## src/rtl/ram_port_arbiter.sv

```systemverilog
// ram_port_arbiter
//   Sequencer/arbiter for the single port of the 64 KB system SRAM.
//   Owners: flash loader (BOOT), 6502 bus slot synchronised to phi2 (RUN),
//   diagnostics (HALTED). One access is outstanding at a time; every ram_*
//   output is a register. Request sampled at E0, ram_cs during E0..E1,
//   rdata captured and ack pulsed at E2.
//
//   Ports:
//     clk_i, rst_ni                    clock, async active-low reset
//     boot_done_i                      flash image loaded (sticky once seen)
//     flash_req/addr/wdata/we_i        flash loader access, flash_ack_o pulse
//     phi2_i                           6502 clock, asynchronous to clk_i
//     cpu_cs/we/addr/wdata_i           decoded CPU bus, cpu_rdata_o held
//     halt_req_i, halt_o               diagnostics halt handshake
//     diag_req/addr/wdata/we_i         diag access, diag_ack_o, diag_rdata_o
//     ram_addr/wdata/cs/we_o, ram_rdata_i   SRAM port (rdata one clk after cs)
//
//   Build option: RAM_ARB_DIAG_WRITE_EN -- when defined, diagnostics writes
//   reach the RAM; otherwise diag writes are acked but ram_we stays low.
module ram_port_arbiter #(
    parameter int ADDR_W    = 16,
    parameter int DATA_W    = 8,
    parameter int CPU_GUARD = 2
) (
    input  logic              clk_i,
    input  logic              rst_ni,
    input  logic              boot_done_i,
    input  logic              flash_req_i,
    input  logic [ADDR_W-1:0] flash_addr_i,
    input  logic [DATA_W-1:0] flash_wdata_i,
    input  logic              flash_we_i,
    output logic              flash_ack_o,
    input  logic              phi2_i,
    input  logic              cpu_cs_i,
    input  logic              cpu_we_i,
    input  logic [ADDR_W-1:0] cpu_addr_i,
    input  logic [DATA_W-1:0] cpu_wdata_i,
    output logic [DATA_W-1:0] cpu_rdata_o,
    input  logic              halt_req_i,
    output logic              halt_o,
    input  logic              diag_req_i,
    input  logic [ADDR_W-1:0] diag_addr_i,
    input  logic [DATA_W-1:0] diag_wdata_i,
    input  logic              diag_we_i,
    output logic              diag_ack_o,
    output logic [DATA_W-1:0] diag_rdata_o,
    output logic [ADDR_W-1:0] ram_addr_o,
    output logic [DATA_W-1:0] ram_wdata_o,
    output logic              ram_cs_o,
    output logic              ram_we_o,
    input  logic [DATA_W-1:0] ram_rdata_i
);

    typedef enum logic [1:0] {ST_BOOT, ST_RUN, ST_HALT_PEND, ST_HALTED} state_e;
    typedef enum logic [1:0] {OWN_FLASH, OWN_CPU, OWN_DIAG} own_e;

    localparam logic [3:0] GUARD_L = 4'(CPU_GUARD);

    state_e            state_q, state_d;
    logic              halt_q, halt_d;
    logic              boot_seen_q, boot_seen_d;
    logic              phi2_s1_q, phi2_s2_q, phi2_s3_q;
    logic              grd_act_q, grd_act_d;
    logic [3:0]        grd_cnt_q, grd_cnt_d;
    // stage 1: access on the RAM pins
    logic              ram_cs_q, ram_we_q;
    logic [ADDR_W-1:0] ram_addr_q;
    logic [DATA_W-1:0] ram_wdata_q;
    own_e              own1_q;
    logic              req_we1_q;
    // stage 2: RAM data valid, capture and ack on the next edge
    logic              s2_vld_q, s2_we_q;
    own_e              s2_own_q;
    logic              flash_ack_q, diag_ack_q;
    logic [DATA_W-1:0] cpu_rdata_q, diag_rdata_q;

    logic              iss, iss_we, iss_ram_we, cpu_slot;
    own_e              iss_own;
    logic [ADDR_W-1:0] iss_addr;
    logic [DATA_W-1:0] iss_wdata;

    // Held requests stay high through the ack cycle, so the ack stage also
    // blocks a new issue; otherwise the same request would be taken twice.
    wire inflight  = ram_cs_q | s2_vld_q;
    wire busy      = inflight | flash_ack_q | diag_ack_q;
    wire phi2_rise = phi2_s2_q & ~phi2_s3_q;
    wire cpu_phase = (state_q == ST_RUN) || (state_q == ST_HALT_PEND);

    always_comb begin
        state_d     = state_q;
        halt_d      = halt_q;
        boot_seen_d = boot_seen_q | boot_done_i;
        grd_act_d   = grd_act_q;
        grd_cnt_d   = grd_cnt_q;
        cpu_slot    = 1'b0;
        iss         = 1'b0;
        iss_own     = OWN_FLASH;
        iss_we      = 1'b0;
        iss_ram_we  = 1'b0;
        iss_addr    = '0;
        iss_wdata   = '0;

        // Guard counter: one slot per phi2-high phase; a phase that ends
        // before the guard expires is skipped.
        if (cpu_phase) begin
            if (phi2_rise) begin
                if (CPU_GUARD == 0) begin
                    cpu_slot = 1'b1;
                end else begin
                    grd_act_d = 1'b1;
                    grd_cnt_d = 4'd1;
                end
            end else if (grd_act_q) begin
                if (!phi2_s2_q) begin
                    grd_act_d = 1'b0;
                    grd_cnt_d = '0;
                end else if (grd_cnt_q == GUARD_L) begin
                    cpu_slot  = 1'b1;
                    grd_act_d = 1'b0;
                    grd_cnt_d = '0;
                end else begin
                    grd_cnt_d = grd_cnt_q + 4'd1;
                end
            end
        end else begin
            grd_act_d = 1'b0;
            grd_cnt_d = '0;
        end

        case (state_q)
            ST_BOOT: begin
                if (boot_seen_d && !inflight) begin
                    state_d = ST_RUN;
                end else if (flash_req_i && !busy) begin
                    iss        = 1'b1;
                    iss_own    = OWN_FLASH;
                    iss_we     = flash_we_i;
                    iss_ram_we = flash_we_i;
                    iss_addr   = flash_addr_i;
                    iss_wdata  = flash_wdata_i;
                end
            end
            ST_RUN: begin
                if (halt_req_i) state_d = ST_HALT_PEND;
            end
            ST_HALT_PEND: begin
                if (!halt_req_i) begin
                    state_d = ST_RUN;
                end else if (!phi2_s2_q && !inflight) begin
                    state_d = ST_HALTED;
                    halt_d  = 1'b1;
                end
            end
            ST_HALTED: begin
                if (!halt_req_i) begin
                    if (!inflight) begin
                        state_d = ST_RUN;
                        halt_d  = 1'b0;
                    end
                end else if (diag_req_i && !busy) begin
                    iss       = 1'b1;
                    iss_own   = OWN_DIAG;
                    iss_we    = diag_we_i;
                    iss_addr  = diag_addr_i;
                    iss_wdata = diag_wdata_i;
`ifdef RAM_ARB_DIAG_WRITE_EN
                    iss_ram_we = diag_we_i;
`else
                    iss_ram_we = 1'b0;
`endif
                end
            end
            default: state_d = ST_BOOT;
        endcase

        // cpu_slot only fires in RUN/HALT_PEND, so it never collides with
        // a flash or diag issue.
        if (cpu_slot && cpu_cs_i && !busy) begin
            iss        = 1'b1;
            iss_own    = OWN_CPU;
            iss_we     = cpu_we_i;
            iss_ram_we = cpu_we_i;
            iss_addr   = cpu_addr_i;
            iss_wdata  = cpu_wdata_i;
        end
    end

    always_ff @(posedge clk_i or negedge rst_ni) begin
        if (!rst_ni) begin
            state_q      <= ST_BOOT;
            halt_q       <= 1'b0;
            boot_seen_q  <= 1'b0;
            phi2_s1_q    <= 1'b0;
            phi2_s2_q    <= 1'b0;
            phi2_s3_q    <= 1'b0;
            grd_act_q    <= 1'b0;
            grd_cnt_q    <= '0;
            ram_cs_q     <= 1'b0;
            ram_we_q     <= 1'b0;
            ram_addr_q   <= '0;
            ram_wdata_q  <= '0;
            own1_q       <= OWN_FLASH;
            req_we1_q    <= 1'b0;
            s2_vld_q     <= 1'b0;
            s2_we_q      <= 1'b0;
            s2_own_q     <= OWN_FLASH;
            flash_ack_q  <= 1'b0;
            diag_ack_q   <= 1'b0;
            cpu_rdata_q  <= '0;
            diag_rdata_q <= '0;
        end else begin
            state_q     <= state_d;
            halt_q      <= halt_d;
            boot_seen_q <= boot_seen_d;
            phi2_s1_q   <= phi2_i;
            phi2_s2_q   <= phi2_s1_q;
            phi2_s3_q   <= phi2_s2_q;
            grd_act_q   <= grd_act_d;
            grd_cnt_q   <= grd_cnt_d;

            ram_cs_q <= iss;
            ram_we_q <= iss & iss_ram_we;
            if (iss) begin
                ram_addr_q  <= iss_addr;
                ram_wdata_q <= iss_wdata;
                own1_q      <= iss_own;
                req_we1_q   <= iss_we;
            end

            s2_vld_q <= ram_cs_q;
            s2_own_q <= own1_q;
            s2_we_q  <= req_we1_q;

            flash_ack_q <= s2_vld_q && (s2_own_q == OWN_FLASH);
            diag_ack_q  <= s2_vld_q && (s2_own_q == OWN_DIAG);
            // Write requests (including suppressed diag writes) never
            // disturb the held read data.
            if (s2_vld_q && !s2_we_q) begin
                if (s2_own_q == OWN_CPU)  cpu_rdata_q  <= ram_rdata_i;
                if (s2_own_q == OWN_DIAG) diag_rdata_q <= ram_rdata_i;
            end
        end
    end

    assign flash_ack_o  = flash_ack_q;
    assign diag_ack_o   = diag_ack_q;
    assign cpu_rdata_o  = cpu_rdata_q;
    assign diag_rdata_o = diag_rdata_q;
    assign halt_o       = halt_q;
    assign ram_cs_o     = ram_cs_q;
    assign ram_we_o     = ram_we_q;
    assign ram_addr_o   = ram_addr_q;
    assign ram_wdata_o  = ram_wdata_q;

endmodule

```

## config.mk

```make
export PLATFORM = sky130hd
export DESIGN_NAME = ram_port_arbiter
export DESIGN_NICKNAME = d
export VERILOG_FILES = /design/src/rtl/ram_port_arbiter.sv
export SDC_FILE = /design/constraint.sdc
export NUM_CORES = 1
export LEC_CHECK = 0
export CAP_MARGIN = 20
export CORE_ASPECT_RATIO = 1.25
export CORE_UTILIZATION = 42
export DETAILED_ROUTE_END_ITERATION = 8
export PLACE_DENSITY = 0.76
export RECOVER_POWER = 50
export SYNTH_ARGS = -nofsm -noshare
export SYNTH_HDL_FRONTEND = slang
export SYNTH_SLANG_ARGS = --single-unit
```

## constraint.sdc

```tcl
create_clock -name clk_i -period 2.69 [get_ports clk_i]
set_input_delay 0.538 -clock clk_i [delete_from_list [all_inputs] [get_ports clk_i]]
set_output_delay 0.538 -clock clk_i [all_outputs]
set_load 0.02 [all_outputs]
```

==> qor.yml <==
status:
  status: "finished, violations left"
  violations: "capacitance limit, slew limit"
sta:
  slew_viol_final: 26
  holdWs_ns: 0.355
  final.min_clock_period_ns: 2.21
  worst_pin_slew_ns: 1.51
  rsz0062_at_grt: "no"
  clock_skew_ns: 0.00978
  timing.final.crit_share: 0.820
  tns_ns: 0
  hold_viol_final: 0
  finalSetupViolCount: 0
  relSlewSlack: -0.00928
  timing.fmax_mhz: 453
pwr:
  combPwrFrac: 0.403
  p_sw_uw: 1220
  p_sw_frac: 0.348
  ir_drop_v: 0.000372
  clkPwrFrac: 0.212
  internal_power_uw: 2300
  power_frac_seq: 0.384
  leakage_uw: 0.00188
  p_per_area_mw_per_mm2: 747
cts:
  post_cts_buffers: 0
  hold_buffers: 0
  cts_tree: "done"
  htreeDepth: 3
  worstSkewPairLatency_ns: 0.33
  clockBufferDepth: 2
  cts.repair.resized: 0
  cts_made_buffers: 9
  clkSinkCount: 63
  root_buffer: "clkbuf_8"
  clk_pin_slew_ns: 0.07
floorplanning:
  die_area_mm2: 0.00765
  die_w_um: 78.4
  die_h_um: 97.5
  core_mm2: 0.00702
  start_util: 0.437
  num_rows: 34
  io_pins: 136
yosys:
  synth_top_area_frac: 0.514
  async_flop_share: 1.00
  yosys-top-cells-area: "dfrtp_1 51%, a221o_2 8.8%, a32oi_1 7.1%, mux2_2 5.9%, a21oi_1 4.9%"
  netlist_instances: 270
  yosysSeqAreaShare: 0.514
  synth_edf_count: 0
  ys_ff_latch: 63
  synth_area_per_cell_um2: 11.4
  synth_top_area_cell: "dfrtp_1"
  ys_types: 38
  ys_warn_count: 0
  synth_fp_nets: 367
  ys.flop_type: "dfrtp_1"
  synthesis.area_mm2: 0.00307
finish:
  area_growth_syn_to_layout_pct: 53.7
  fillCellCount: 596
  insertedDiodeCount: 0
  drive_gt1_frac: 0.170
  nNetsFinal: 503
worst_setup_path:
  crit_slowest_cell: "a221o_2"
  path_class: "reg2reg"
  cpPeakStageDelay_ns: 0.42
  crit_path_end_kind: "flip-flop"
  path_max_fanout: 26
  path_delay_family: "compound AO/OA/AOI/OAI gates"
  cp_data_arrival_time_ns: 2.42
  critPathBufInv: 2
  critPathLaunchType: "flip-flop"
  path_cells: "inv_1 > ha_1 > nor4b_4 > a21oi_1 > o31a_1 > buf_4 > a221o_2"
  crit_required_ns: 2.90
place:
  globalplace.congestion: 0.770
  numPortBuffers: 135
  dp_hpwl_um: 5830
drt:
  dr.pass1.iters: 4
  totalWireLength_um: 8070
  wl_per_cell_um: 16.1
  routed-via-count: 2760
  ant_nets: 0
  route.detailed.drc: 0
  vias_per_cell: 5.51
  drtIter0Drc: 141
grt:
  grt_start_max_net_pins: 41
  antenna_found_initial: 0
  grt_overflow_total: 0
  track_usage: 0.226
  grt_pass1_vias: 2902
  grt_pass1_wl_um: 13400
worst_hold_path:
  hold_class: "reg2reg"
job:
  drv_cap: 1
sequential cells by signal, summed over array words and instances, names as in the netlist:
signal and cells:
ram_addr_o 16, cpu_rdata_o 8, diag_rdata_o 8, ram_wdata_o 8, grd_cnt_q 4, own1_q 2, s2_own_q 2, state_q 2
boot_seen_q 1, diag_ack_o 1, flash_ack_o 1, grd_act_q 1, halt_o 1, phi2_s1_q 1, phi2_s2_q 1, phi2_s3_q 1
ram_cs_o 1, ram_we_o 1, req_we1_q 1, s2_vld_q 1, s2_we_q 1
path summary, 6_finish.rpt:
kind                             from              to  slack, ns  cells past startpoint
min in group asynchronous      rst_ni   ram_addr_o[9]       0.56                      1
max in group asynchronous      rst_ni          halt_o       1.24                      1
hold reg to reg             phi2_s1_q       phi2_s2_q       0.36                      0
setup reg to reg           state_q[0]  ram_wdata_o[6]       0.48                      7
setup / recovery           state_q[0]  ram_wdata_o[6]       0.48                      7
hold / removal              phi2_s1_q       phi2_s2_q       0.36                      0
logic make-up after synthesis:
logic type | count (synthesis) | synth area share
AOI/OAI and AO/OA | 97 | 0.248
and+or+nand+nor | 58 | 0.106
muxes | 18 | 0.0653
adders and majority gates | 6 | 0.0245
buffers and inverters | 28 | 0.0428
DFF | 63 | 0.514
power groups by stage:
stage	Clock [uW]	Sequential, uW	Combinational, uW
after floorplan	0	1530	591
after global placement	0	1360	1400
after detailed placement	0	1360	1430
after CTS	759	1350	1430
after global routing	810	1390	1530
final	748	1350	1420
per-layer routing:
metal,GRT usage,vias up,wire length (um)
li1,-,1317,-
met1,0.267,1340,3380
met2,0.389,91,4110
met3,0.0601,12,448
met4,0.0855,0,136
met5,0,-,0
through the flow:
stage               total power, uW   util  cells  cell area [um^2]  worst slack (ns)
floorplan                      2120      -    270              3070             0.419
global placement               2770  0.647    485              4540             0.387
detailed placement             2790  0.647    485              4540             0.357
CTS                            3540  0.673    501              4720             0.475
global route                   3730  0.671    501              4710             0.349
finish                         3520  0.671    501              4710             0.484
area by class of cell:
class / instances / area [um^2] / share of cell area
clock buffers: 11 / 151 / 0.0321
inverters: 8 / 30.0 / 0.00637
well taps: 90 / 113 / 0.0239
multi-input cells: 179 / 1370 / 0.290
flip-flops and latches: 63 / 1580 / 0.335
clock inverters: 5 / 32.5 / 0.00690
repair buffers: 145 / 1440 / 0.306
cells in the mapped netlist (2+ instances only):
cell type / n
nand2_1: 7
clkbuf_1: 12
buf_6: 3
nand2b_1: 6
ha_1: 6
a221o_2: 24
o21ai_0: 7
mux2_2: 16
a32oi_1: 25
o31ai_1: 2
buf_2: 3
or3_1: 2
mux2i_1: 2
a31oi_1: 2
buf_1: 2
dfrtp_1: 63
nor2_1: 31
inv_1: 8
a21oi_1: 30
worst reg2reg max path: stages, from the launching register on:
cell and delay [ns]:
dfrtp_1 0.39, inv_1 0.09, ha_1 0.40, nor4b_4 0.31
a21oi_1 0.11, o31a_1 0.13, buf_4 0.23, a221o_2 0.43
layout by cell type, fill, tap and decap left out, types with 2 or more instances in the layout:
cell type / n
a31oi_1: 2
a221o_2: 24
inv_1: 8
o21ai_0: 7
dfrtp_1: 63
ha_1: 6
a32oi_1: 25
clkbuf_1: 2
clkdlybuf4s50_1: 132
o31ai_1: 2
buf_12: 2
dlygate4sd3_1: 2
clkbuf_8: 11
a21oi_1: 30
clkinvlp_4: 3
nand2b_1: 6
nor4_4: 2
mux2_2: 16
or3_1: 2
clkinv_2: 2
nor2_1: 31
nand2_1: 7
buf_4: 7
mux2i_1: 2
Note: power is estimated with default switching activity, not from simulation.
